--- src/rtl/conv_layer_sequencer.sv ---
// Layer sequencer for the IMG2COL_GEMM engine: queues layer descriptors, validates them,
// runs the engine one layer at a time with a watchdog, an abort path and a fixed quiet gap.
module conv_layer_sequencer #(
    parameter int TW         = 8,
    parameter int KW         = 4,
    parameter int CW         = 8,
    parameter int SW         = 4,
    parameter int NW         = 8,
    parameter int DEPTH      = 4,
    parameter int GAP_CYCLES = 4,
    parameter int TIMEOUT    = 65535
) (
    input  logic                       clk,
    input  logic                       rstn,
    input  logic                       cfg_valid,
    output logic                       cfg_ready,
    input  logic [TW-1:0]              cfg_tensor_size,
    input  logic [KW-1:0]              cfg_kernel_size,
    input  logic [CW-1:0]              cfg_channels,
    input  logic [SW-1:0]              cfg_stride,
    input  logic [NW-1:0]              cfg_kernel_nums,
    input  logic                       abort,
    input  logic                       eng_w_done,
    output logic                       eng_enable,
    output logic [TW-1:0]              eng_tensor_size,
    output logic [KW-1:0]              eng_kernel_size,
    output logic [CW-1:0]              eng_channels,
    output logic [SW-1:0]              eng_stride,
    output logic [NW-1:0]              eng_kernel_nums,
    output logic                       busy,
    output logic                       layer_done,
    output logic                       layer_err,
    output logic [1:0]                 err_code,
    output logic                       abort_ack,
    output logic [15:0]                layer_cnt,
    output logic [$clog2(DEPTH):0]     fifo_level
);
    localparam int AW = $clog2(DEPTH);
    localparam int LW = AW + 1;
    localparam int GW = $clog2(GAP_CYCLES + 1);
    localparam int MW = (TW > KW) ? TW : KW;
    localparam logic [19:0]   RUN_LAST = 20'(TIMEOUT - 1);
    localparam logic [GW-1:0] GAP_LAST = GW'(GAP_CYCLES - 1);

    typedef enum logic [1:0] {IDLE, LOAD, RUN, GAP} state_e;

    typedef struct packed {
        logic [TW-1:0] t;
        logic [KW-1:0] k;
        logic [CW-1:0] c;
        logic [SW-1:0] s;
        logic [NW-1:0] n;
    } desc_t;

    desc_t mem [DEPTH];
    desc_t desc_in;

    state_e        state_q, state_d;
    logic [AW-1:0] wr_ptr_q, wr_ptr_d, rd_ptr_q, rd_ptr_d;
    logic [LW-1:0] level_q, level_d;
    desc_t         desc_q, desc_d;
    logic          en_q, en_d;
    logic [19:0]   run_cnt_q, run_cnt_d;
    logic [GW-1:0] gap_cnt_q, gap_cnt_d;
    logic          done_q, done_d, err_q, err_d, ack_q, ack_d;
    logic [1:0]    err_code_q, err_code_d;
    logic          abort_pend_q, abort_pend_d;
    logic [15:0]   layer_cnt_q, layer_cnt_d;

    logic push, pop, invalid;

    assign desc_in = {cfg_tensor_size, cfg_kernel_size, cfg_channels, cfg_stride, cfg_kernel_nums};
    assign push    = cfg_valid && cfg_ready && !abort;
    assign pop     = (state_q == IDLE) && (level_q != '0) && !abort;
    assign invalid = (desc_q.k == '0) || (desc_q.s == '0) || (desc_q.c == '0) ||
                     (desc_q.n == '0) || (MW'(desc_q.k) > MW'(desc_q.t));

    always_comb begin
        state_d      = state_q;
        wr_ptr_d     = push ? wr_ptr_q + 1'b1 : wr_ptr_q;
        rd_ptr_d     = pop  ? rd_ptr_q + 1'b1 : rd_ptr_q;
        level_d      = level_q + LW'(push) - LW'(pop);
        desc_d       = desc_q;
        en_d         = en_q;
        run_cnt_d    = run_cnt_q;
        gap_cnt_d    = gap_cnt_q;
        done_d       = 1'b0;
        err_d        = 1'b0;
        ack_d        = 1'b0;
        err_code_d   = err_code_q;
        abort_pend_d = abort_pend_q;
        layer_cnt_d  = layer_cnt_q;

        case (state_q)
            IDLE: begin
                if (pop) begin
                    desc_d  = mem[rd_ptr_q];
                    state_d = LOAD;
                end
            end
            LOAD: begin
                if (invalid) begin
                    err_d      = 1'b1;
                    err_code_d = 2'b01;
                    gap_cnt_d  = '0;
                    state_d    = GAP;
                end else begin
                    en_d      = 1'b1;
                    run_cnt_d = '0;
                    state_d   = RUN;
                end
            end
            RUN: begin
                // w_done takes priority over a watchdog expiry in the same cycle
                if (eng_w_done) begin
                    done_d      = 1'b1;
                    layer_cnt_d = layer_cnt_q + 16'd1;
                    en_d        = 1'b0;
                    gap_cnt_d   = '0;
                    state_d     = GAP;
                end else if (run_cnt_q == RUN_LAST) begin
                    err_d      = 1'b1;
                    err_code_d = 2'b10;
                    en_d       = 1'b0;
                    gap_cnt_d  = '0;
                    state_d    = GAP;
                end else begin
                    run_cnt_d = run_cnt_q + 20'd1;
                end
            end
            GAP: begin
                if (gap_cnt_q == GAP_LAST) begin
                    state_d      = IDLE;
                    ack_d        = abort_pend_q;
                    abort_pend_d = 1'b0;
                end else begin
                    gap_cnt_d = gap_cnt_q + 1'b1;
                end
            end
            default: state_d = IDLE;
        endcase

        // Abort overrides everything: flush, drop the engine, suppress this layer's pulses.
        if (abort) begin
            wr_ptr_d     = '0;
            rd_ptr_d     = '0;
            level_d      = '0;
            desc_d       = desc_q;
            en_d         = 1'b0;
            done_d       = 1'b0;
            err_d        = 1'b0;
            ack_d        = 1'b0;
            err_code_d   = err_code_q;
            layer_cnt_d  = layer_cnt_q;
            gap_cnt_d    = '0;
            abort_pend_d = 1'b1;
            state_d      = GAP;
        end
    end

    always_ff @(posedge clk or negedge rstn) begin
        if (!rstn) begin
            state_q      <= IDLE;
            wr_ptr_q     <= '0;
            rd_ptr_q     <= '0;
            level_q      <= '0;
            desc_q       <= '0;
            en_q         <= 1'b0;
            run_cnt_q    <= '0;
            gap_cnt_q    <= '0;
            done_q       <= 1'b0;
            err_q        <= 1'b0;
            ack_q        <= 1'b0;
            err_code_q   <= 2'b00;
            abort_pend_q <= 1'b0;
            layer_cnt_q  <= '0;
        end else begin
            state_q      <= state_d;
            wr_ptr_q     <= wr_ptr_d;
            rd_ptr_q     <= rd_ptr_d;
            level_q      <= level_d;
            desc_q       <= desc_d;
            en_q         <= en_d;
            run_cnt_q    <= run_cnt_d;
            gap_cnt_q    <= gap_cnt_d;
            done_q       <= done_d;
            err_q        <= err_d;
            ack_q        <= ack_d;
            err_code_q   <= err_code_d;
            abort_pend_q <= abort_pend_d;
            layer_cnt_q  <= layer_cnt_d;
        end
    end

    // Storage needs no reset; occupancy and pointers define what is live.
    always_ff @(posedge clk) begin
        if (push) mem[wr_ptr_q] <= desc_in;
    end

    assign cfg_ready       = (level_q != LW'(DEPTH));
    assign fifo_level      = level_q;
    assign busy            = (state_q != IDLE) || (level_q != '0);
    assign eng_enable      = en_q;
    assign eng_tensor_size = desc_q.t;
    assign eng_kernel_size = desc_q.k;
    assign eng_channels    = desc_q.c;
    assign eng_stride      = desc_q.s;
    assign eng_kernel_nums = desc_q.n;
    assign layer_done      = done_q;
    assign layer_err       = err_q;
    assign err_code        = err_code_q;
    assign abort_ack       = ack_q;
    assign layer_cnt       = layer_cnt_q;
endmodule

--- config.mk ---
export PLATFORM = sky130hd
export DESIGN_NAME = conv_layer_sequencer
export DESIGN_NICKNAME = d
export VERILOG_FILES = /design/src/rtl/conv_layer_sequencer.sv
export SDC_FILE = /design/constraint.sdc
export NUM_CORES = 1
export LEC_CHECK = 0
export ABC_CLOCK_PERIOD_IN_PS = 2700
export BUFFER_PORTS_ARGS = -buffer_cell sky130_fd_sc_hd__buf_2
export CELL_PAD_IN_SITES_DETAIL_PLACEMENT = 0
export CELL_PAD_IN_SITES_GLOBAL_PLACEMENT = 2
export CORE_MARGIN = 8
export CORE_UTILIZATION = 38
export CTS_CLUSTER_DIAMETER = 150
export DETAILED_ROUTE_END_ITERATION = 6
export PLACE_DENSITY = 0.8
export SLEW_MARGIN = 25
export SYNTH_ARGS = -nofsm -noshare
export SYNTH_HDL_FRONTEND = slang
export SYNTH_SLANG_ARGS = --single-unit
--- constraint.sdc ---
create_clock -name clk -period 2.7 [get_ports clk]
set_clock_uncertainty 0.2 [all_clocks]
set_input_delay 0.27 -clock clk [delete_from_list [all_inputs] [get_ports clk]]
set_output_delay 0.27 -clock clk [all_outputs]
set_load 0.02 [all_outputs]
# --- Word-level counts from Yosys, hierarchy flattened ---
# Memories as Yosys holds them, arrays and structs flattened. A register that Yosys moved wholly into a read port is not among the register bits.
# Index checks and enable logic that the tools add are counted.
totals:
  regBits: 55
  ramBits: 128
  wordCells: 120
  mem_count: 1
memory_table:
  columns: ["name", "depth", "word_bits", "rd", "rd_ports_with_merged_regs", "write_ports", "line_no", "source"]
  rows:
  - ["mem", 4, 32, 1, 1, 1, "55", "desc_t mem [DEPTH];"]
op_classes:
  n_addsub: 7
  magnitude_cmp: 1
  eq_ne: 17
  n_mux: 47
  bitwise_logic: 1
  reduce_logical: 33
ops:
  columns: ["operator", "n"]
  rows:
  - ["2-to-1 mux 20 bit", 3]
  - ["case mux 20 bit (2 select lines)", 1]
  - ["2-to-1 mux 2 bit", 12]
  - ["adder 20 x 1 -> 20 bit, second input constant", 1]
  - ["== test 20 x 16 -> 1 bit, second input constant", 1]
  - ["2-to-1 mux 1 bit", 20]
  - ["2-to-1 mux 3 bit", 6]
  - ["!= test 3 bit, second input constant", 6]
  - ["adder 16 x 1 -> 16 bit, second input constant", 1]
  - ["logical NOT 8 bit", 2]
  - ["AND reduction 3 bit", 4]
  - ["nonzero test 2 bit", 6]
  - ["!= test 2 bit, second input constant", 5]
  - ["case mux 3 bit (3 select lines)", 1]
  - ["> comparator 4 x 8 -> 1 bit", 1]
  - ["logical NOT 4 bit", 2]
  - ["case mux 2 bit (4 select lines)", 1]
  - ["AND reduction 4 bit", 2]
  - ["nonzero test 3 bit", 2]
  - ["logical OR 1 bit", 5]
  - ["AND reduction 5 bit", 1]
  - ["adder 2 x 1 -> 2 bit, second input constant", 2]
  - ["== test 2 bit, second input constant", 2]
  - ["logical AND 1 bit", 4]
  - ["other kinds (13)", 15]

# --- Depth between registers and ports, before layout ---
# Gate-level depths: netlist of run 1.
logic_depth:
  depth_word: 8
  mapped_depth: 12
  depth_no_buf: 12

# --- Worst setup path before layout of run 1 ---
# OpenSTA, ideal clock, no wires.
synth_timing:
  path_kind: "reg-to-reg"
  startpoint: "reg level_q[1] (netlist: fifo_level[1])"
  endpoint: "reg level_q[2] (netlist: fifo_level[2])"
  setup_ns: 0.132
  arrival_time_ns: 2.585
  required_time_ns: 2.368
  setup_slack_ns: -0.217
  stages_incl_launch_ff: 12
  n_path_buf: 1
  path_cell_list: "dfrtp_1 -> nor3_1 -> nand2b_1 -> nor2_1 -> clkbuf_1 -> ha_1 -> inv_1 -> ha_1 -> inv_1 -> fa_1 -> xnor2_1 -> nor2_1"
synth_between:
  elab_chain_cells: 6
  word_cells_on_any_way: 9
  classes_between: "add/sub (2); eq/ne (1); mux (1); reduce/logical (5)"
synth_rtl:
  columns: ["item", "line_no", "source"]
  rows:
  - ["start, declared", "60", "logic [LW-1:0] level_q, level_d;"]
  - ["start signal, assigned", "181", "level_q <= level_d;"]
  - ["!= test 3 bit", "200", "assign cfg_ready = (level_q != LW'(DEPTH));"]
  - ["logical AND 1 bit (2 in series)", "73", "assign push = cfg_valid && cfg_ready && !abort;"]
  - ["adder 3 x 1 -> 3 bit", "82", "level_d = level_q + LW'(push) - LW'(pop);"]
  - ["subtractor 3 x 1 -> 3 bit *", "82", null]
  - ["2-to-1 mux 3 bit *", "144", "if (abort) begin"]
  - ["named net level_d[2]", "60", null]
# The timed path passes the listed nets; every way through them passes the cells marked *.
# A chain may end at the register's enable or synchronous reset.

# --- Final worst setup path of run 1 ---
layout_timing:
  startpoint: "reg run_cnt_q[0]"
  endpoint: "reg gap_cnt_q[2]"
layout_between:
  elab_chain_cells: 3
layout_rtl:
  columns: ["item", "line_no", "source"]
  rows:
  - ["start, declared", "63", "logic [19:0] run_cnt_q, run_cnt_d;"]
  - ["start signal, assigned", "184", "run_cnt_q <= run_cnt_d;"]
  - ["== test 20 x 16 -> 1 bit", "121", "end else if (run_cnt_q == RUN_LAST) begin"]
  - ["!= test 4 bit (no line)", null, null]
  - ["AND reduction 4 bit (no line)", null, null]
  - ["end signal, assigned", "185", "gap_cnt_q <= gap_cnt_d;"]
  - ["end, declared", "64", "logic [GW-1:0] gap_cnt_q, gap_cnt_d;"]
# No other way between the ends.

==> summary.md, run 1 <==
| Metric | Value |
|---|---|
| Global-route wire length before repair | 30,800 µm |
| Area share of the leading cell type in the synthesized netlist | 43.4% |
| Power density over the cells | 889 nW/µm² |
| Number of setup violations in the final report | 0 |
| Most heavily used metal layer in global routing | met2 |
| Final hold slack | ~0.10 ns |
| Post-route setup TNS | 0 ns |
| Worst setup path category | flop to flop |
| Clock H-tree levels | 1 |
| Peak Freq | 0.379 GHz |
| R2R depth | 8 |
| Number of nets at the end of the flow | a little under 800 |
| Async SR Flop Fraction | 40.5% |
| Critical register-to-register path startpoint | run_cnt_q[0]$_DFFE_PN0P_ |
| Final number of max-transition violations | 0 |
| P_leak | about 4.5 nW |
| Post-detailed-route DRC marker count | 0 |
| Required time at the endpoint of the critical path | around 3 ns |
| Synthesized Nets | 621 |
| Core Area | 23,200 µm² |
| Final HPWL from detailed placement | 12,400 µm |
| Via count of the first global-routing pass | roughly 5,800 |
| CTS max path bufs | 3 |
| Vert. Die Dim | 169 µm |
| Dominant cells by area after synthesis | sky130_fd_sc_hd__edfxtp_1 (43%), sky130_fd_sc_hd__dfrtp_1 (25%), sky130_fd_sc_hd__mux4_2 (8.1%) |
| Pin count of the biggest net entering global routing | 49 |
| Cell area after layout | 11,100 µm² |
| Dominant synthesized flop cell | sky130_fd_sc_hd__edfxtp_1 |
| Synthesized area divided by synthesized cell count | 15.7 µm² |
| Number of warnings reported in the yosys synthesis log | 0 |
| Critical register-to-register path endpoint | gap_cnt_q[2]$_DFFE_PN0P_ |
| Number of violations of the max-capacitance limit | 0 |
| Clock latency on the worst-skew pair | roughly 0.53 ns |
| Clock tree from TritonCTS | done |
| Distinct cells, synth | 51 |
| Row count | 56 |
| I/O pin count | 96 |
| Effective utilization at floorplan | 38.2% |
| Via-to-Cell Ratio | 5.07 |
| Detailed-route via count | 5,388 |
| Combined area of all synthesized cells | 8850 µm² |
| CP max stage cell | sky130_fd_sc_hd__or4b_1 |
| Area growth from synthesis to layout | 25.4% |
| Placer Congestion | 0.756 |
| CTS root buffer | sky130_fd_sc_hd__clkbuf_16 |
| Count of TritonRoute iterations in the first routing pass | 4 |
| Synthesized netlist cell count | around 560 |
| Chip Width | between 150 and 200 µm |
| Flop2flop setup slack | slightly below 0.06 ns |
| Register area share after synthesis | 68.0% |
| Total length of routed wires | 19,300 µm |
| Drt first-iter violations | 318 |
| Remaining number of nets flagged by the antenna check after routing | 0 |
| Crit-path leading delay family | simple AND/OR/NAND/NOR gates |
| Die ar. | 28,400 µm² |
| Total of buffers placed on input and output ports | 95 |
| Area leader, netlist | sky130_fd_sc_hd__edfxtp_1 |
| Critical path fanouts, max | 5 |
| Standard cell area after detailed placement | 9920 µm² |
| Global routing met3 resource utilization | 3.75% |
| CTS sink cnt | 215 |
| RSZ-0062 raised after global routing | true |
| Cell Chain, Critical Path | inv_2 -> ha_1 -> or4b_4 -> nor3_4 -> a31oi_4 -> a211o_1 -> or4b_1 -> a21oi_2 |
| Antenna violations before repair | 1 |
| Global-route met2 utilization | 23.5% |
| Worst-Margin Slew | ~0.64 ns |
| Maximum vdd ir drop | around 0.00071 V |
| Minimum period implied by the final worst setup slack | 2.64 ns |
| Most frequent cells in the layout | sky130_fd_sc_hd__edfxtp_1 (128), sky130_fd_sc_hd__buf_2 (94), sky130_fd_sc_hd__dfrtp_1 (86) |
| Slew headroom | between 50% and 60% |
| Global router's overall resource usage | between 10% and 20% |
| Portion of the clock cycle consumed by the worst path in the final layout | between 90% and 100% |
| Routing usage on met1 | roughly 16% |
| Result of the run | finished, final reports clean |
| Worst Setup End Kind | flop |
| Clock buffers created by TritonCTS | 23 |
| Clock transition at path regs | approximately 0.060 ns |
| Class of the tightest hold or removal check | input port to asynchronous set/reset pin |
| Mean routed wirelength per cell | around 18 µm |
| Overflow left after global routing | 0 |
| Final hold violation count | 0 |
| Setup crit start kind | flop |
| Share of post-route cells with drive strength above 1 | 30.7% |
| Flop and latch count out of synthesis | ~220 |
| Commonest non-fill, non-tap cell in the layout | sky130_fd_sc_hd__edfxtp_1 |
| WP data arrival | just under 3 ns |
| Critical path buffer and inverter count | 1 |
| EDFF count, synth | 128 |
| Biggest cell delay along the critical path | 0.49 ns |
## sequential cells by signal, indices dropped and copies added (netlist names)
register and count:
layer_cnt 16, eng_tensor_size 8, layer_err 1, abort_pend_q 1, fifo_level 3, gap_cnt_q 3, eng_stride 4, err_code 2
abort_ack 1, mem 128, wr_ptr_q 2, eng_channels 8, state_q 2, eng_enable 1, rd_ptr_q 2, run_cnt_q 20
layer_done 1, eng_kernel_nums 8, eng_kernel_size 4
## repair_timing
action | in CTS | in global routing
pin swaps | 1 | 0
resized for setup | 1 | 5
setup buffers | 0 | 2
hold endpoints to repair | 178 | 0
hold buffers | 37 | 0
endpoints found under the setup margin | 14 | 3
## worst reg2reg max path, cell delays in order (launching register included)
cell	delay, ns
sky130_fd_sc_hd__dfrtp_1	0.39
sky130_fd_sc_hd__inv_2	0.07
sky130_fd_sc_hd__ha_1	0.14
sky130_fd_sc_hd__or4b_4	0.47
sky130_fd_sc_hd__nor3_4	0.21
sky130_fd_sc_hd__a31oi_4	0.15
sky130_fd_sc_hd__a211o_1	0.30
sky130_fd_sc_hd__or4b_1	0.49
sky130_fd_sc_hd__a21oi_2	0.15
## through the flow
stage	std cells	power, W	utilization (%)	setup slack [ns]
3_3_place_gp	980	0.00660	42.8	0.0665
5_1_grt	1062	0.0104	47.9	-0.0197
2_1_floorplan	564	0.00565	-	0.0818
3_5_place_dp	980	0.00666	42.8	-0.0509
4_1_cts	1059	0.00998	47.7	0.00896
6_report	1062	0.00987	47.9	0.0586
## cell type report
type	instances	area, µm²
multi-input combinational	305	2690
sequential	215	6020
antenna	1	2.50
clock buffer	26	587
inverter	23	86.3
timing repair buffer	157	1120
tap	319	399
clock inverter	16	191
fill	2011	12100
## how the worst max path moves through the flow
| stage | from | endpoint | slack [ns] | depth (start not counted) |
|---|---|---|---|---|
| 6_report | run_cnt_q[0]$_DFFE_PN0P_ | gap_cnt_q[2]$_DFFE_PN0P_ | 0.06 | 8 |
| 5_1_grt | run_cnt_q[0]$_DFFE_PN0P_ | gap_cnt_q[2]$_DFFE_PN0P_ | -0.02 | 8 |
| 4_1_cts | run_cnt_q[0]$_DFFE_PN0P_ | gap_cnt_q[2]$_DFFE_PN0P_ | 0.009 | 8 |
| 3_5_place_dp | eng_tensor_size[1]$_DFFE_PN0P_ | run_cnt_q[6]$_DFFE_PN0P_ | -0.05 | 8 |
| 3_3_place_gp | run_cnt_q[0]$_DFFE_PN0P_ | gap_cnt_q[2]$_DFFE_PN0P_ | 0.07 | 8 |
| 2_1_floorplan | fifo_level[1]$_DFF_PN0_ | fifo_level[2]$_DFF_PN0_ | 0.08 | 11 |
## report_power, final
part,switching [W],total (W),internal [W]
sequential,0.000285,0.00417,0.00388
combinational,0.00153,0.00248,0.000957
clock,0.00127,0.00322,0.00195
total,0.00308,0.00987,0.00679
## synthesized netlist by cell type, types with 4 or more instances
cell and count:
sky130_fd_sc_hd__a21oi_1 10, sky130_fd_sc_hd__a31oi_1 22, sky130_fd_sc_hd__a41oi_1 4, sky130_fd_sc_hd__and2_1 5, sky130_fd_sc_hd__and3_1 7, sky130_fd_sc_hd__buf_1 5, sky130_fd_sc_hd__clkbuf_1 15, sky130_fd_sc_hd__dfrtp_1 87
sky130_fd_sc_hd__edfxtp_1 128, sky130_fd_sc_hd__ha_1 19, sky130_fd_sc_hd__inv_1 22, sky130_fd_sc_hd__mux2_2 29, sky130_fd_sc_hd__mux4_2 32, sky130_fd_sc_hd__nand2_1 37, sky130_fd_sc_hd__nand2b_1 5, sky130_fd_sc_hd__nand3_1 13
sky130_fd_sc_hd__nand4_1 7, sky130_fd_sc_hd__nor2_1 20, sky130_fd_sc_hd__nor2b_1 6, sky130_fd_sc_hd__nor3_1 6, sky130_fd_sc_hd__nor4_1 10, sky130_fd_sc_hd__o21ai_0 12, sky130_fd_sc_hd__o31ai_1 6, sky130_fd_sc_hd__xnor2_1 13
sky130_fd_sc_hd__xor2_1 7
## cells by family (layout without fill, tap and decap cells)
family	after synthesis	count (layout)	share of synthesized area [%]
multiplexers	62	62	11.9
buffers and inverters	44	222	1.88
XOR/XNOR	20	20	1.98
other	0	1	0
AND/OR/NAND/NOR	129	129	7.69
adder cells (fa/ha/maj)	20	20	2.91
flip-flops	215	215	68.0
AO/OA/AOI/OAI	74	74	5.58
## per-layer routing
metal | part of all wire [%] | routed length [µm] | vias up
met5 | 0 | 0 | -
met4 | 2.4 | 454 | 0
met3 | 5.7 | 1090 | 34
met2 | 49 | 9520 | 122
met1 | 43 | 8180 | 2735
li1 | - | - | 2497
(Power assumes the default switching activity.)
==> inputs of run 2 (changes only) <==
Settings changed: PLACE_DENSITY 0.8 to default, PLACE_DENSITY_LB_ADDON from default to 0.1.
==> run 2 against run 1 <==
  * Routed wire length rose by 3.5%
  * Core utilization about the same
  * Highest routed layer unchanged
  * Sequential share of layout area grew 0.054 points
  * Critical endpoint is now gap_cnt_q[0]$_DFFE_PN0P_
  * Final cell count up 0.56%
  * Largest power group unchanged
==> summary.md, run 2 (synthesis gave the netlist of run 1 again) <==
| Metric | Value |
|---|---|
| Pre-CTS WS | 0.0205 ns (was -0.0509 ns) |
| Portion of the clock cycle consumed by the worst path in the final layout | 97.6% (was 97.8%) |
| Routing usage on met1 | 17.5% (was 16.3%) |
| Biggest cell delay along the critical path | 0.50 ns (was 0.49 ns) |
| Number of nets at the end of the flow | 788 (was 782) |
| Antenna diode instance count | 0 (was 1) |
| Worst Setup End Kind | flop (unchanged) |
| Relative contribution of the clock network to total power | 31.0% (was 32.6%) |
| Pin count of the biggest net entering global routing | 46 (was 49) |
| Clock buffers created by TritonCTS | 24 (was 23) |
| Post-route worst setup slack | 0.0638 ns (was 0.0586 ns) |
| Flop2flop setup slack | 0.06 ns (about the same) |
| Mean routed wirelength per cell | 18.7 µm (was 18.1 µm) |
| Switching power as a share of total power | 31.9% (was 31.2%) |
| Clock transition at path regs | 0.06 ns (about the same) |
| Slew headroom | 57.4% (was 57.1%) |
| Internal power | 0.00672 W (was 0.00679 W) |
| Global-route wire length before repair | 32,200 µm (was 30,800 µm) |
| Commonest non-fill, non-tap cell in the layout | sky130_fd_sc_hd__edfxtp_1 (unchanged) |
| Clock latency on the worst-skew pair | 0.53 ns (about the same) |
| Clock tree from TritonCTS | done (unchanged) |
| Final hold violation count | 0 (unchanged) |
| Area of all sequential standard cells | 6020 µm² (about the same) |
| Critical path buffer and inverter count | 1 (unchanged) |
| Register name with the most flops | mem (unchanged) |
| Minimum period implied by the final worst setup slack | 2.64 ns (about the same) |
| Critical register-to-register path startpoint | run_cnt_q[0]$_DFFE_PN0P_ (unchanged) |
| Area growth from synthesis to layout | 25.3% (was 25.4%) |
| Post-detailed-route DRC marker count | 0 (unchanged) |
| Most heavily used metal layer in global routing | met2 (unchanged) |
| Overflow left after global routing | 0 (unchanged) |
| I/O pin count | 96 (unchanged) |
| Total of buffers placed on input and output ports | 95 (unchanged) |
| CTS max path bufs | 3 (unchanged) |
| Global router's overall resource usage | 14.3% (was 13.5%) |
| Most common cell type on the critical path | sky130_fd_sc_hd__or4b_4 |
| Drt first-iter violations | 326 (was 318) |
| Total length of routed wires | 19,900 µm (was 19,300 µm) |
| Critical register-to-register path endpoint | gap_cnt_q[0]$_DFFE_PN0P_ (was gap_cnt_q[2]$_DFFE_PN0P_) |
| Result of the run | finished, final reports clean (unchanged) |
| Die ar. | 28,400 µm² (unchanged) |
| CTS root buffer | sky130_fd_sc_hd__clkbuf_16 (unchanged) |
| Global-route met2 utilization | 24.8% (was 23.5%) |
| RSZ-0062 raised after global routing | true (unchanged) |
| Detailed-route via count | 5,371 (was 5,388) |
| Share of post-route cells with drive strength above 1 | 31.0% (was 30.7%) |
| Placer Congestion | 0.756 (about the same) |
| Cell Chain, Critical Path | inv_2 -> ha_1 -> or4b_4 -> nor3_4 -> a31oi_2 -> a211o_1 -> or4b_4 -> a21oi_2 (was inv_2 -> ha_1 -> or4b_4 -> nor3_4 -> a31oi_4 -> a211o_1 -> or4b_1 -> a21oi_2) |
| Sequential power share | 42.2% (about the same) |
| Worst-Margin Slew | 0.633 ns (was 0.643 ns) |
| Comb power frac | 26.8% (was 25.2%) |
| Peak Freq | 0.379 GHz (about the same) |
| Global routing met3 resource utilization | 3.63% (was 3.75%) |
| CTS sink cnt | 215 (unchanged) |
| Layout fillers | 2,026 (was 2,011) |
| Required time at the endpoint of the critical path | 2.95 ns (about the same) |
| P_leak | 4.46 nW (about the same) |
| R2R depth | 8 (unchanged) |
| Inst Count DP | 983 (was 980) |
| Row count | 56 (unchanged) |
| Via count of the first global-routing pass | 5,910 (was 5,793) |
| Core Area | 23,200 µm² (unchanged) |
| CP max stage cell | sky130_fd_sc_hd__or4b_4 (was sky130_fd_sc_hd__or4b_1) |
| Sw power | 0.00315 W (was 0.00308 W) |
| Number of flip-flops under the largest register name | 128 (unchanged) |
| Clock H-tree levels | 1 (unchanged) |
| Number of setup violations in the final report | 0 (unchanged) |
| Combined area of the multi-input logic cells | 2690 µm² (about the same) |
| Effective utilization at floorplan | 38.2% (unchanged) |
| Via-to-Cell Ratio | 5.03 (was 5.07) |
| Most frequent cells in the layout | sky130_fd_sc_hd__edfxtp_1 (128), sky130_fd_sc_hd__buf_2 (94), sky130_fd_sc_hd__dfrtp_1 (85) (was sky130_fd_sc_hd__edfxtp_1 (128), sky130_fd_sc_hd__buf_2 (94), sky130_fd_sc_hd__dfrtp_1 (86)) |
| Vert. Die Dim | 169 µm (unchanged) |
| Antenna violations before repair | 0 (was 1) |
| Chip Width | 169 µm (unchanged) |
| Final number of max-transition violations | 0 (unchanged) |
| Power density over the cells | 890 nW/µm² (was 889 nW/µm²) |
| Number of cells in the finished layout apart from fillers | 1,068 (was 1,062) |
| Critical path fanouts, max | 4 (was 5) |
| WP data arrival | 2.89 ns (about the same) |
| Setup crit start kind | flop (unchanged) |
| Count of TritonRoute iterations in the first routing pass | 4 (unchanged) |
| Remaining number of nets flagged by the antenna check after routing | 0 (unchanged) |
| Final HPWL from detailed placement | 12,700 µm (was 12,400 µm) |
| Number of violations of the max-capacitance limit | 0 (unchanged) |
| Maximum vdd ir drop | 0.000579 V (was 0.000711 V) |
| Crit-path leading delay family | simple AND/OR/NAND/NOR gates (unchanged) |
| Worst setup path category | flop to flop (unchanged) |
| Class of the tightest hold or removal check | input port to asynchronous set/reset pin (unchanged) |
[run 2: cell count changes in the layout (fill, tap and decap cells not counted), moves of 3 or more]
| cell | before | now |
|---|---|---|
| sky130_fd_sc_hd__buf_4 | 19 | 25 |
| sky130_fd_sc_hd__clkinv_2 | 8 | 4 |
| sky130_fd_sc_hd__clkbuf_1 | 3 | 9 |
| sky130_fd_sc_hd__bufinv_16 | 4 | 1 |
[run 2: metal layers]
metal | vias to the layer above | part of all wire, %
met3 | 32 | 5.4
li1 | 2500 | -
met1 | 2731 | 42
met5 | - | 0
met2 | 108 | 49
met4 | 0 | 2.6
[run 2: worst reg2reg max path, delay by kind of cell, from the launching register on]
kind	cells	cell delay, ns
AND/OR/NAND/NOR	3	1.19
adder cells (fa/ha/maj)	1	0.14
AO/OA/AOI/OAI	3	0.57
buffers and inverters	1	0.07
flip-flops	1	0.40
[run 2: timing repair]
item / CTS / global route
hold endpoints to repair: 183 / 0
hold buffers: 37 / 0
setup endpoints to repair: 0 / 6
buffers inserted: 0 / 4
resized for setup: 0 / 8
[run 2: area by class of cell]
cell class | instances | area share [%]
Sequential cell | 215 | 54.3
Multi-Input combinational cell | 305 | 24.3
Timing Repair Buffer | 162 | 10.4
Clock buffer | 34 | 5.84
Tap cell | 319 | 3.60
Clock inverter | 10 | 0.891
Inverter | 23 | 0.778
[run 2: how the worst max path moves through the flow]
stage | from | end | slack (ns) | depth (start not counted)
6_report | run_cnt_q[0]$_DFFE_PN0P_ | gap_cnt_q[0]$_DFFE_PN0P_ | 0.06 | 8
5_1_grt | run_cnt_q[0]$_DFFE_PN0P_ | gap_cnt_q[2]$_DFFE_PN0P_ | -0.04 | 8
4_1_cts | run_cnt_q[0]$_DFFE_PN0P_ | gap_cnt_q[2]$_DFFE_PN0P_ | 0.008 | 8
3_5_place_dp | run_cnt_q[0]$_DFFE_PN0P_ | gap_cnt_q[0]$_DFFE_PN0P_ | 0.02 | 8
3_3_place_gp | eng_stride[1]$_DFFE_PN0P_ | run_cnt_q[5]$_DFFE_PN0P_ | 0.04 | 7
2_1_floorplan | fifo_level[1]$_DFF_PN0_ | fifo_level[2]$_DFF_PN0_ | 0.08 | 11
[run 2: power by group through the flow]
stage               clock, W  sequential [W]  combinational (W)
finish               0.00306         0.00416            0.00265
global placement           0         0.00422            0.00256
detailed placement         0         0.00423            0.00258
CTS                  0.00317         0.00417            0.00263
global route         0.00328         0.00422            0.00292
floorplan                  0         0.00448            0.00117
[run 2: per-stage QoR]
step                      cell area, µm²  power [W]  TNS (ns)  hold WS (ns)  utilization [%]
final                              11100    0.00988         0         0.109             47.8
after global routing               11100     0.0104   -0.0464         0.170             47.8
after CTS                          11000    0.00997         0         0.118             47.6
after detailed placement            9930    0.00681         0         0.139             42.8
after global placement              9930    0.00677         0         0.135             42.8
after floorplan                     8860    0.00565         0        -0.226                -
==> inputs of run 3 (changes only) <==
Settings changed: PLACE_DENSITY_LB_ADDON 0.1 to 0.08.
==> run 3 against run 2 <==
  * Register-to-register slack about the same
  * Die area did not move
  * Clock power up 8.5%
  * Core utilization grew 0.26 points
  * Count of clock-buffer cells in the layout down 3
  * Combinational power is 2% lower
  * Setup slack worse by 0.0062 ns
  * Total power increased by 2.1%
  * Final cell count shrank 0.19%
  * Via count fell by 0.95%
  * Maximum frequency fell by 0.23%
  * Sequential power about the same
  * Largest cell class unchanged
  * Largest power group unchanged
==> summary.md, run 3 (synthesis gave the netlist of run 1 again) <==
| Metric | Value |
|---|---|
| Most common cell type on the critical path | sky130_fd_sc_hd__or4b_4 (unchanged) |
| Final hold violation count | 0 (unchanged) |
| Share of post-route cells with drive strength above 1 | 31.6% (was 31.0%) |
| Global-route wire length before repair | 32,000 µm (was 32,200 µm) |
| Count of TritonRoute iterations in the first routing pass | 4 (unchanged) |
| Worst-Margin Slew | 0.851 ns (was 0.633 ns) |
| Final number of max-transition violations | 0 (unchanged) |
| P_leak | 4.49 nW (was 4.46 nW) |
| Sequential power share | 41.4% (was 42.2%) |
| Mean routed wirelength per cell | 18.8 µm (was 18.7 µm) |
| Pin count of the biggest net entering global routing | 56 (was 46) |
| Standard cell area after detailed placement | 9950 µm² (was 9930 µm²) |
| Biggest cell delay along the critical path | 0.50 ns (about the same) |
| CTS root buffer | sky130_fd_sc_hd__clkbuf_16 (unchanged) |
| Switching power as a share of total power | 31.3% (was 31.9%) |
| Class of the tightest hold or removal check | input port to asynchronous set/reset pin (unchanged) |
| Effective utilization at floorplan | 38.2% (unchanged) |
| Number of flip-flops under the largest register name | 128 (unchanged) |
| Total of buffers placed on input and output ports | 95 (unchanged) |
| Drt first-iter violations | 237 (was 326) |
| Total length of routed wires | 20,100 µm (was 19,900 µm) |
| Placer Congestion | 0.761 (was 0.756) |
| Inst Count DP | 983 (unchanged) |
| Cell area after layout | 11,200 µm² (was 11,100 µm²) |
| Slew headroom | 42.7% (was 57.4%) |
| Cell Chain, Critical Path | inv_2 -> ha_1 -> or4b_4 -> nor3_4 -> a31oi_2 -> a211o_1 -> or4b_4 -> a21oi_2 (unchanged) |
| R2R depth | 8 (unchanged) |
| Peak Freq | 0.378 GHz (was 0.379 GHz) |
| Portion of the clock cycle consumed by the worst path in the final layout | 97.9% (was 97.6%) |
| Critical register-to-register path startpoint | run_cnt_q[0]$_DFFE_PN0P_ (unchanged) |
| CTS max path bufs | 3 (unchanged) |
| CP max stage cell | sky130_fd_sc_hd__or4b_4 (unchanged) |
| Row count | 56 (unchanged) |
| Critical path buffer and inverter count | 1 (unchanged) |
| Vert. Die Dim | 169 µm (unchanged) |
| Most frequent cells in the layout | sky130_fd_sc_hd__edfxtp_1 (128), sky130_fd_sc_hd__buf_2 (94), sky130_fd_sc_hd__dfrtp_1 (86) (was sky130_fd_sc_hd__edfxtp_1 (128), sky130_fd_sc_hd__buf_2 (94), sky130_fd_sc_hd__dfrtp_1 (85)) |
| Clock buffers created by TritonCTS | 25 (was 24) |
| Total length of routed met3 wires | 1130 µm (was 1080 µm) |
| Final HPWL from detailed placement | 12,700 µm (about the same) |
| Number of nets at the end of the flow | 786 (was 788) |
| Crit-path leading delay family | simple AND/OR/NAND/NOR gates (unchanged) |
| Routed metal-1 wirelength | 8640 µm (was 8460 µm) |
| I/O pin count | 96 (unchanged) |
| Internal power | 0.00693 W (was 0.00672 W) |
| Critical register-to-register path endpoint | gap_cnt_q[0]$_DFFE_PN0P_ (unchanged) |
| Layout fillers | 2,034 (was 2,026) |
| Post-detailed-route DRC marker count | 0 (unchanged) |
| CTS sink cnt | 215 (unchanged) |
| WP data arrival | 2.90 ns (was 2.89 ns) |
| Detailed-route via count | 5,320 (was 5,371) |
| RSZ-0062 raised after global routing | true (unchanged) |
| Commonest non-fill, non-tap cell in the layout | sky130_fd_sc_hd__edfxtp_1 (unchanged) |
| Clock H-tree levels | 1 (unchanged) |
| Register name with the most flops | mem (unchanged) |
| Chip Width | 169 µm (unchanged) |
| Clock latency on the worst-skew pair | 0.53 ns (about the same) |
| Sw power | 0.00316 W (was 0.00315 W) |
| Clock transition at path regs | 0.06 ns (about the same) |
| Worst Setup End Kind | flop (unchanged) |
| Critical path fanouts, max | 5 (was 4) |
| Relative contribution of the clock network to total power | 32.9% (was 31.0%) |
| Power density over the cells | 904 nW/µm² (was 890 nW/µm²) |
| Result of the run | finished, final reports clean (unchanged) |
| Worst setup path category | flop to flop (unchanged) |
| Required time at the endpoint of the critical path | 2.96 ns (was 2.95 ns) |
| Minimum period implied by the final worst setup slack | 2.64 ns (about the same) |
| Clock tree from TritonCTS | done (unchanged) |
| Number of cells in the finished layout apart from fillers | 1,066 (was 1,068) |
| Overflow left after global routing | 0 (unchanged) |
| Core Area | 23,200 µm² (unchanged) |
| Setup crit start kind | flop (unchanged) |
| Number of violations of the max-capacitance limit | 0 (unchanged) |
| Die ar. | 28,400 µm² (unchanged) |
| Flop2flop setup slack | 0.06 ns (about the same) |
| Highest metal layer with signal wires | met4 (unchanged) |
| Antenna diode instance count | 0 (unchanged) |
| Via count of the first global-routing pass | 5,715 (was 5,910) |
| Area growth from synthesis to layout | 26.0% (was 25.3%) |
| Wire length on met2 | 9930 µm (was 9850 µm) |
| Antenna violations before repair | 0 (unchanged) |
| Via-to-Cell Ratio | 4.99 (was 5.03) |
| Number of setup violations in the final report | 0 (unchanged) |
| Global router's overall resource usage | 14.3% (about the same) |
| Remaining number of nets flagged by the antenna check after routing | 0 (unchanged) |
| Comb power frac | 25.7% (was 26.8%) |
| Maximum vdd ir drop | 0.000553 V (was 0.000579 V) |
## run 3: changes by cell type in the layout (fill, tap and decap cells not counted), sizes merged
| cell | delta |
|---|---|
| inv | +1 |
| clkinvlp | +1 |
| bufinv | +2 |
| clkbuf | -3 |
| buf | -3 |
## run 3: per-stage QoR
stage               total power [W]  util (%)  hold WS (ns)  setup WS, ns  TNS [ns]
floorplan                   0.00565         -        -0.226        0.0818         0
global placement            0.00677      42.9        0.0675        0.0713         0
detailed placement          0.00680      42.9        0.0721        0.0401         0
CTS                          0.0102      48.0        0.0544       0.00975         0
global route                 0.0106      48.1        0.0974       -0.0526    -0.126
finish                       0.0101      48.1        0.0607        0.0576         0
## run 3: timing repair
action,4_1_cts,5_1_grt
buffers inserted,0,1
hold buffers,37,0
resized for setup,0,7
endpoints found under the setup margin,0,8
endpoints found under the hold margin,226,0
## run 3: how the worst max path moves through the flow
stage / start / endpoint / slack (ns) / cells past startpoint
after CTS: run_cnt_q[0]$_DFFE_PN0P_ / gap_cnt_q[2]$_DFFE_PN0P_ / 0.01 / 8
after floorplan: fifo_level[1]$_DFF_PN0_ / fifo_level[2]$_DFF_PN0_ / 0.08 / 11
after global routing: run_cnt_q[0]$_DFFE_PN0P_ / gap_cnt_q[0]$_DFFE_PN0P_ / -0.05 / 8
after detailed placement: run_cnt_q[0]$_DFFE_PN0P_ / gap_cnt_q[2]$_DFFE_PN0P_ / 0.04 / 8
after global placement: run_cnt_q[0]$_DFFE_PN0P_ / gap_cnt_q[2]$_DFFE_PN0P_ / 0.07 / 8
final: run_cnt_q[0]$_DFFE_PN0P_ / gap_cnt_q[0]$_DFFE_PN0P_ / 0.06 / 8
## run 3: worst reg2reg max path: stages, from the launching register on
cell and delay [ns]:
sky130_fd_sc_hd__dfrtp_1 0.41, sky130_fd_sc_hd__inv_2 0.08, sky130_fd_sc_hd__ha_1 0.14, sky130_fd_sc_hd__or4b_4 0.47, sky130_fd_sc_hd__nor3_4 0.22, sky130_fd_sc_hd__a31oi_2 0.13
sky130_fd_sc_hd__a211o_1 0.30, sky130_fd_sc_hd__or4b_4 0.50, sky130_fd_sc_hd__a21oi_2 0.13
## run 3: cell type report
cell class | instances | area, µm² | share of cell area (%)
clock inverter | 14 | 161 | 1.45
tap | 319 | 399 | 3.58
inverter | 23 | 86.3 | 0.774
clock buffer | 31 | 648 | 5.81
sequential | 215 | 6020 | 54.0
multi-input combinational | 305 | 2700 | 24.2
timing repair buffer | 159 | 1140 | 10.2
## run 3: layer usage
metal / GRT usage, % / vias to the layer above
li1: - / 2503
met1: 17.3 / 2690
met2: 24.8 / 96
met3: 4.15 / 31
met4: 3.45 / 0
met5: 0 / -
## run 3: power groups by stage
stage / combinational [W] / clock [W] / sequential [W]
after floorplan: 0.00117 / 0 / 0.00448
after global placement: 0.00254 / 0 / 0.00423
after detailed placement: 0.00256 / 0 / 0.00424
after CTS: 0.00262 / 0.00342 / 0.00418
after global routing: 0.00285 / 0.00354 / 0.00422
final: 0.00259 / 0.00332 / 0.00417
